[src/rtl/edge_pkg.sv]
// Shared types for the edge pulse generator: debounce FSM states and edge-select encodings.
package edge_pkg;

    typedef enum logic [1:0] {
        IDLE_LOW     = 2'b00,
        CONFIRM_HIGH = 2'b01,
        IDLE_HIGH    = 2'b10,
        CONFIRM_LOW  = 2'b11
    } edge_state_t;

    localparam logic [1:0] MODE_NONE = 2'b00;
    localparam logic [1:0] MODE_RISE = 2'b01;
    localparam logic [1:0] MODE_FALL = 2'b10;
    localparam logic [1:0] MODE_BOTH = 2'b11;

    localparam logic [7:0] GLITCH_COUNT_MAX = 8'hFF;

    // True when an accepted edge whose new level is new_level should produce a pulse under mode.
    function automatic logic mode_selects(input logic [1:0] mode, input logic new_level);
        logic hit;
        hit = 1'b0;
        case (mode)
            MODE_RISE: hit = new_level;
            MODE_FALL: hit = ~new_level;
            MODE_BOTH: hit = 1'b1;
            default:   hit = 1'b0;
        endcase
        return hit;
    endfunction

endpackage

[src/rtl/edge_sync.sv]
// Multi-flop synchroniser bringing an asynchronous level into the in_clock domain.
module edge_sync #(
    parameter int SYNC_STAGES = 2
) (
    input  logic in_clock,
    input  logic in_reset_n,
    input  logic in_async,
    output logic out_sync
);

    logic [SYNC_STAGES-1:0] stages;

    always_ff @(posedge in_clock or negedge in_reset_n) begin
        if (!in_reset_n) begin
            stages <= '0;
        end else begin
            stages <= {stages[SYNC_STAGES-2:0], in_async};
        end
    end

    assign out_sync = stages[SYNC_STAGES-1];

endmodule

[src/rtl/edge_pulse_gen.sv]
// Debounced edge detector: synchronises a raw level, confirms changes over DEBOUNCE_CYCLES,
// issues single-cycle pulses on selected edges and counts rejected glitches.
module edge_pulse_gen
    import edge_pkg::*;
#(
    parameter int SYNC_STAGES     = 2,
    parameter int DEBOUNCE_CYCLES = 4
) (
    input  logic       in_clock,
    input  logic       in_reset_n,
    input  logic       in_signal,
    input  logic       in_enable,
    input  logic [1:0] in_mode,
    input  logic       in_clear,
    output logic       out_pulse,
    output logic       out_level,
    output logic [7:0] out_glitch_count
);

    localparam int               CNT_W   = $clog2(DEBOUNCE_CYCLES + 1);
    localparam logic [CNT_W-1:0] CNT_MAX = CNT_W'(DEBOUNCE_CYCLES);
    localparam logic [CNT_W-1:0] CNT_ONE = CNT_W'(1);

    logic             sync_level;
    edge_state_t      state;
    edge_state_t      state_next;
    logic [CNT_W-1:0] cnt;
    logic [CNT_W-1:0] cnt_next;
    logic             level_next;
    logic             pulse_next;
    logic [7:0]       glitch_count_next;
    logic             accept;
    logic             glitch;

    edge_sync #(
        .SYNC_STAGES (SYNC_STAGES)
    ) u_sync (
        .in_clock   (in_clock),
        .in_reset_n (in_reset_n),
        .in_async   (in_signal),
        .out_sync   (sync_level)
    );

    always_ff @(posedge in_clock or negedge in_reset_n) begin
        if (!in_reset_n) begin
            state            <= IDLE_LOW;
            cnt              <= '0;
            out_level        <= 1'b0;
            out_pulse        <= 1'b0;
            out_glitch_count <= '0;
        end else begin
            state            <= state_next;
            cnt              <= cnt_next;
            out_level        <= level_next;
            out_pulse        <= pulse_next;
            out_glitch_count <= glitch_count_next;
        end
    end

    // The counter only advances below CNT_MAX, so it cannot wrap; a mismatch mid-confirm is a glitch.
    always_comb begin
        state_next = state;
        cnt_next   = cnt;
        level_next = out_level;
        accept     = 1'b0;
        glitch     = 1'b0;

        case (state)
            IDLE_LOW: begin
                if (sync_level) begin
                    state_next = CONFIRM_HIGH;
                    cnt_next   = CNT_ONE;
                end
            end
            CONFIRM_HIGH: begin
                if (!sync_level) begin
                    state_next = IDLE_LOW;
                    cnt_next   = '0;
                    glitch     = 1'b1;
                end else if (cnt == CNT_MAX) begin
                    state_next = IDLE_HIGH;
                    cnt_next   = '0;
                    level_next = 1'b1;
                    accept     = 1'b1;
                end else begin
                    cnt_next = cnt + CNT_ONE;
                end
            end
            IDLE_HIGH: begin
                if (!sync_level) begin
                    state_next = CONFIRM_LOW;
                    cnt_next   = CNT_ONE;
                end
            end
            CONFIRM_LOW: begin
                if (sync_level) begin
                    state_next = IDLE_HIGH;
                    cnt_next   = '0;
                    glitch     = 1'b1;
                end else if (cnt == CNT_MAX) begin
                    state_next = IDLE_LOW;
                    cnt_next   = '0;
                    level_next = 1'b0;
                    accept     = 1'b1;
                end else begin
                    cnt_next = cnt + CNT_ONE;
                end
            end
            default: begin
                state_next = IDLE_LOW;
                cnt_next   = '0;
            end
        endcase
    end

    // Enable and mode only matter on the accepting edge, so suppressed edges are simply lost.
    always_comb begin
        pulse_next        = accept && in_enable && mode_selects(in_mode, level_next);
        glitch_count_next = out_glitch_count;
        if (in_clear) begin
            glitch_count_next = '0;
        end else if (glitch && (out_glitch_count != GLITCH_COUNT_MAX)) begin
            glitch_count_next = out_glitch_count + 8'd1;
        end
    end

endmodule

[config.mk]
export PLATFORM = sky130hd
export DESIGN_NAME = edge_pulse_gen
export DESIGN_NICKNAME = d
export VERILOG_FILES = /design/src/rtl/edge_pkg.sv /design/src/rtl/edge_sync.sv /design/src/rtl/edge_pulse_gen.sv
export SDC_FILE = /design/constraint.sdc
export NUM_CORES = 1
export LEC_CHECK = 0
export ABC_AREA = 1
export CAP_MARGIN = 30
export CORE_MARGIN = 2
export CORE_UTILIZATION = 50
export CTS_BUF_LIST = sky130_fd_sc_hd__clkbuf_4 sky130_fd_sc_hd__clkbuf_8
export CTS_CLUSTER_DIAMETER = 60
export DETAILED_ROUTE_END_ITERATION = 16
export PLACE_DENSITY = 0.76
export SETUP_SLACK_MARGIN = 0.3
export SYNTH_ARGS = -nofsm -noshare
export SYNTH_HDL_FRONTEND = slang
export SYNTH_SLANG_ARGS = --single-unit
[constraint.sdc]
create_clock -name in_clock -period 1.36 [get_ports in_clock]
set_input_delay 0.272 -clock in_clock [delete_from_list [all_inputs] [get_ports in_clock]]
set_output_delay 0.272 -clock in_clock [all_outputs]
set_load 0.005 [all_outputs]
==> out/qor.yml, run 1 <==
finish:
  fin_nets: 170
  design_area_um2: 1440
  drive_gt1_frac: 0.484
  syn_to_final_growth_pct: 55.0
  antennaDiodeCount: 0
  final_cells: 184
  fillers: 103
placed_design:
  place_area_um2: 1170
  place_ws_ps: 38.0
  place_congestion: 0.784
  portBuffers: 16
  post-dp-hpwl_um: 1460
  dp_cells: 163
floorplanning:
  die_area_um2: 2210
  row_count: 15
  dieHeight_um: 47.0
  die_w_um: 47.0
  core_area_um2: 1730
  ios: 17
  initial_core_util: 0.536
route:
  routed_wl_um: 2360
  wl_per_cell_um: 12.8
  via_per_inst: 5.08
  postRouteAntennaNets: 0
  drt-initial-drc-count: 27
  drcViolationCount: 0
  num_vias: 934
  dr.pass1.iters: 4
power_and_ir_drop:
  p_leak_nw: 0.710
  max-vdd-ir-drop_mv: 0.938
  powerDensity_nw_per_um2: 1280
  power_w: 0.00183
logic_synthesis:
  ys_top_cells_by_count: "nand2_1, dfrtp_1, inv_1"
  synth_warnings: 0
  async_reset_ff_frac: 1.00
  synth_top_cells_by_area: "dfrtp_1, nand2_1, inv_1, nand3_1, nor2_1"
  ys.flop_type: "dfrtp_1"
  synth_seq_cells: 17
  syn_nets: 130
  yosysTopAreaCell: "dfrtp_1"
  synth_edf_count: 0
  synth_cell_type_count: 23
  syn_avg_cell_area_um2: 7.72
  synth_top_area_frac: 0.459
  synth_area_um2: 926
  synth-seq-area-share: 0.459
  yosysMostFrequentCell: "nand2_1"
  synthCells: 120
clocking:
  cts_inserted_buffers: 3
  h-tree-depth: 1
  clkTransAtPathRegs_ps: 90
  worstSkewPairLatency_ps: 280
  clock_path_buffers: 2
  cts.sinks: 17
  cts_root_buffer: "clkbuf_4"
  cts_tree: "built"
sta:
  grt_setup_unrepaired: "yes"
  hold_viol: 0
  fin_ws_ps: 49.7
  slew_viol_final: 0
  tightest_slew_ps: 313
  fin_crit_sh: 0.963
  setup-tns-final_ps: 0
  clock.fmax_mhz: 763
  worst_clock_skew_ps: 4.94
  slew_headroom: 0.791
  final_period_minus_worst_setup_slack_ps: 1310
  finalSetupViolations: 0
grt:
  grt_start_max_net_pins: 18
  grt_pass1_vias: 888
  grt_pass1_wl_um: 3570
  overflow: 0
  antenna_found_initial: 0
  grtUsageTotal: 0.228
hold_path:
  hp-class: "in2async"
setup_path:
  critPathKind: "reg2reg"
  cp.required_ps: 1540
  worstPathMaxFanout: 6
  critPathCaptureType: "flip-flop"
  worstSetupStartpoint: "out_glitch_count[1]"
  regToRegStartpoint: "out_glitch_count[1]"
  start_kind: "flip-flop"
  cp.arrival_ps: 1490
job:
  maxCapViolations: 0
run_status:
  status: "completed"
-- worst paths after layout --
path	to	slack, ps	cells past startpoint
setup reg to reg	out_glitch_count[5]	50	10
hold reg to reg	u_sync.stages[1]	370	0
max in group asynchronous	out_glitch_count[2]	860	2
setup / recovery	out_glitch_count[5]	50	10
hold / removal	out_glitch_count[1]	300	2
min in group in_clock	u_sync.stages[1]	370	0
-- final cells by class --
| type | instances | area (um2) | share of cell area |
|---|---|---|---|
| multi-input cells | 83 | 568 | 0.396 |
| flip-flops and latches | 17 | 427 | 0.297 |
| repair buffers | 35 | 292 | 0.203 |
| inverters | 20 | 87.6 | 0.0610 |
| well taps | 25 | 31.3 | 0.0218 |
| clock buffers | 4 | 30.0 | 0.0209 |
-- critical path: stages, from the launching register on --
cell,delay [ps]
dfrtp_1,410
buf_6,130
ha_4,160
inv_2,50
nor2_2,30
nand2_1,60
nand2_2,90
nand2_4,100
inv_6,50
nand2_1,60
nand2_1,50
-- cell families (layout without fill, tap and decap cells) --
logic type               Yosys count  in the layout  synth area share
AO/OA/AOI/OAI                      8              8            0.0527
XOR/XNOR                           2              2            0.0189
adder cells (fa/ha/maj)            3              3            0.0405
buffers and inverters             20             59            0.0838
flip-flops                        17             17             0.459
AND/OR/NAND/NOR                   70             70             0.345
-- layer usage --
metal  up-vias  wire (um)  track usage  share of wire
met5         -          0            0              0
met4         0         27       0.0833          0.011
met3         4         71       0.0231          0.030
met2        24       1340        0.449           0.57
met1       451        916        0.245           0.39
li1        455          -            -              -
-- flip-flops by register name, summed over array words and instances, names as in the netlist, named ones only --
name / cells
cnt: 3
out_glitch_count: 8
out_level: 1
out_pulse: 1
state: 1
u_sync.stages: 2
-- power breakdown --
group	switching [W]	internal, W	leakage [nW]
logic	0.000454	0.000434	0.468
registers	0.0000859	0.000584	0.224
clock network	0.000142	0.000134	0.0184
-- through the flow --
stage / utilization / hold slack (ps)
3_3_place_gp: 0.675 / 343
5_1_grt: 0.831 / 315
2_1_floorplan: - / -23.6
6_report: 0.831 / 300
4_1_cts: 0.779 / 303
3_5_place_dp: 0.675 / 341
-- repair_timing --
action | in CTS | in global routing
endpoints found under the setup margin | 24 | 25
setup buffers | 14 | 3
pin swaps | 16 | 5
hold buffers | 0 | 0
resized for setup | 64 | 23
-- layout by cell type (no fill, tap or decap), types with 6 or more instances in the layout --
master	instances
nand2_1	26
dfrtp_1	16
buf_4	12
inv_1	9
nand3_1	9
nand2_2	9
buf_6	9
inv_2	8
nor2_1	7
buf_2	7
clkdlybuf4s50_1	6
No activity file was read; power rests on OpenSTA's default activity.
==> run 2: changes to the inputs <==
ABC_CLOCK_PERIOD_IN_PS = 1360   (was not set)
==> results of run 2 <==
The final DEF is identical to that of run 1; final timing and power are the same.
==> run 3: changes to the inputs <==
CTS_BUF_LIST = not set   (was sky130_fd_sc_hd__clkbuf_4 sky130_fd_sc_hd__clkbuf_8)
==> out/qor.yml, run 3 (synthesis gave the netlist of run 1 again) <==
clocking:
  cts_root_buffer: "clkbuf_4"
  cts_tree: "built"
  clkTransAtPathRegs_ps: 90
  hold_buffers: 0
  clock_path_buffers: 2
  cts_inserted_buffers: 3
  worstSkewPairLatency_ps: 290
  cts.sinks: 17
  h-tree-depth: 1
route:
  drt-initial-drc-count: 7
  dr.pass1.iters: 4
  postRouteAntennaNets: 0
  via_per_inst: 5.02
  drcViolationCount: 0
  wl_per_cell_um: 12.1
  num_vias: 913
  routed_wl_um: 2200
sta:
  setup-tns-final_ps: 0
  slew_headroom: 0.795
  fin_crit_sh: 0.945
  worst_clock_skew_ps: 4.20
  hold_viol: 0
  tightest_slew_ps: 308
  grt_setup_unrepaired: "yes"
  slew_viol_final: 0
  clock.fmax_mhz: 778
  finalSetupViolations: 0
  final_period_minus_worst_setup_slack_ps: 1290
floorplanning:
  dieHeight_um: 47.0
  initial_core_util: 0.536
  die_w_um: 47.0
  die_area_um2: 2210
  core_area_um2: 1730
  row_count: 15
  ios: 17
job:
  maxCapViolations: 0
setup_path:
  cp.arrival_ps: 1480
  critical_path_buf_inv_count: 3
  critPathKind: "reg2reg"
  cp_slowest_cell: "dfrtp_1"
  max_stage_delay_ps: 410
  path_delay_family: "flip-flops"
  cpMostUsedCell: "nand2_2"
  cp.required_ps: 1550
  path_cells: "buf_6 > ha_4 > inv_2 > nor2_2 > nand2_1 > nand2_2 > nand2_4 > inv_6 > nand2_2 > nand2_2"
  critPathCaptureType: "flip-flop"
  worstPathMaxFanout: 6
  start_kind: "flip-flop"
placed_design:
  portBuffers: 16
  post-dp-hpwl_um: 1460
  place_congestion: 0.784
power_and_ir_drop:
  p_leak_nw: 0.692
  combPwrFrac: 0.472
  power_w: 0.00176
  power_frac_seq: 0.379
  switching_share: 0.377
  max-vdd-ir-drop_mv: 0.843
  p_sw_w: 0.000665
  clkPwrFrac: 0.149
  powerDensity_nw_per_um2: 1270
  p_int_w: 0.00110
finish:
  drive_gt1_frac: 0.465
  regMostFlops: "out_glitch_count"
  antennaDiodeCount: 0
  syn_to_final_growth_pct: 50.4
  fin_nets: 168
  final_common_cell: "nand2_1"
  layout_common_cells: "nand2_1, dfrtp_1, buf_4"
  top_regs: "out_glitch_count (8), cnt (3), u_sync.stages (2)"
  largest_reg_flops: 8
hold_path:
  hp-class: "in2async"
grt:
  grt_pass1_wl_um: 3490
  grtUsageTotal: 0.223
  overflow: 0
  grt_pass1_vias: 877
  grt_start_max_net_pins: 18
  antenna_found_initial: 0
run_status:
  status: "completed"
==> run 3: timing repair <==
| item | in CTS | in global routing |
|---|---|---|
| buffers inserted | 14 | 1 |
| endpoints found under the setup margin | 24 | 25 |
| gates resized for setup | 64 | 17 |
| pin swaps | 16 | 5 |
==> run 3: per-layer routing <==
layer | vias to the layer above | share of wire | GRT usage
met4 | 0 | 0.022 | 0.0833
met3 | 7 | 0.022 | 0.0231
met1 | 440 | 0.40 | 0.248
met5 | - | 0 | 0
met2 | 13 | 0.55 | 0.430
li1 | 453 | - | -
==> run 3: power groups by stage <==
stage	registers, W	logic [W]	clock network [W]
finish	0.000669	0.000832	0.000263
global route	0.000675	0.000910	0.000292
CTS	0.000662	0.000750	0.000266
detailed placement	0.000683	0.000496	0
global placement	0.000677	0.000478	0
floorplan	0.000668	0.000351	0
==> run 3: cell type report <==
cell class                      count  area (um2)
Timing Repair Buffer               33         263
Inverter                           20        87.6
Fill cell                         116         334
Clock buffer                        4        26.3
Tap cell                           25        31.3
Multi-Input combinational cell     83         558
Sequential cell                    17         427
==> run 3: worst register-to-register path, cell delays in order, from the launching register on <==
cell and delay [ps]:
dfrtp_1 410, buf_6 140, ha_4 160, inv_2 50, nor2_2 20, nand2_1 60
nand2_2 90, nand2_4 100, inv_6 50, nand2_2 60, nand2_2 50
==> run 3: metrics by stage <==
stage	utilization	hold WS (ps)	cells	instance area [um2]	setup slack, ps
after floorplan	-	-23.6	120	960	187
after global routing	0.807	312	182	1390	6.25
final	0.807	290	182	1390	74.2
after detailed placement	0.675	341	163	1170	38.0
after CTS	0.777	299	181	1340	89.3
after global placement	0.675	343	163	1170	71.7
==> run 3: final timing paths <==
path	slack, ps	cells past startpoint	end	from
max	70	10	out_glitch_count[3]	out_glitch_count[0]
min	290	2	u_sync.stages[1]	in_reset_n
max reg2reg	70	10	out_glitch_count[3]	out_glitch_count[0]
min reg2reg	360	0	u_sync.stages[1]	u_sync.stages[0]
max in group asynchronous	880	2	out_glitch_count[2]	in_reset_n
min in group in_clock	360	0	u_sync.stages[1]	u_sync.stages[0]
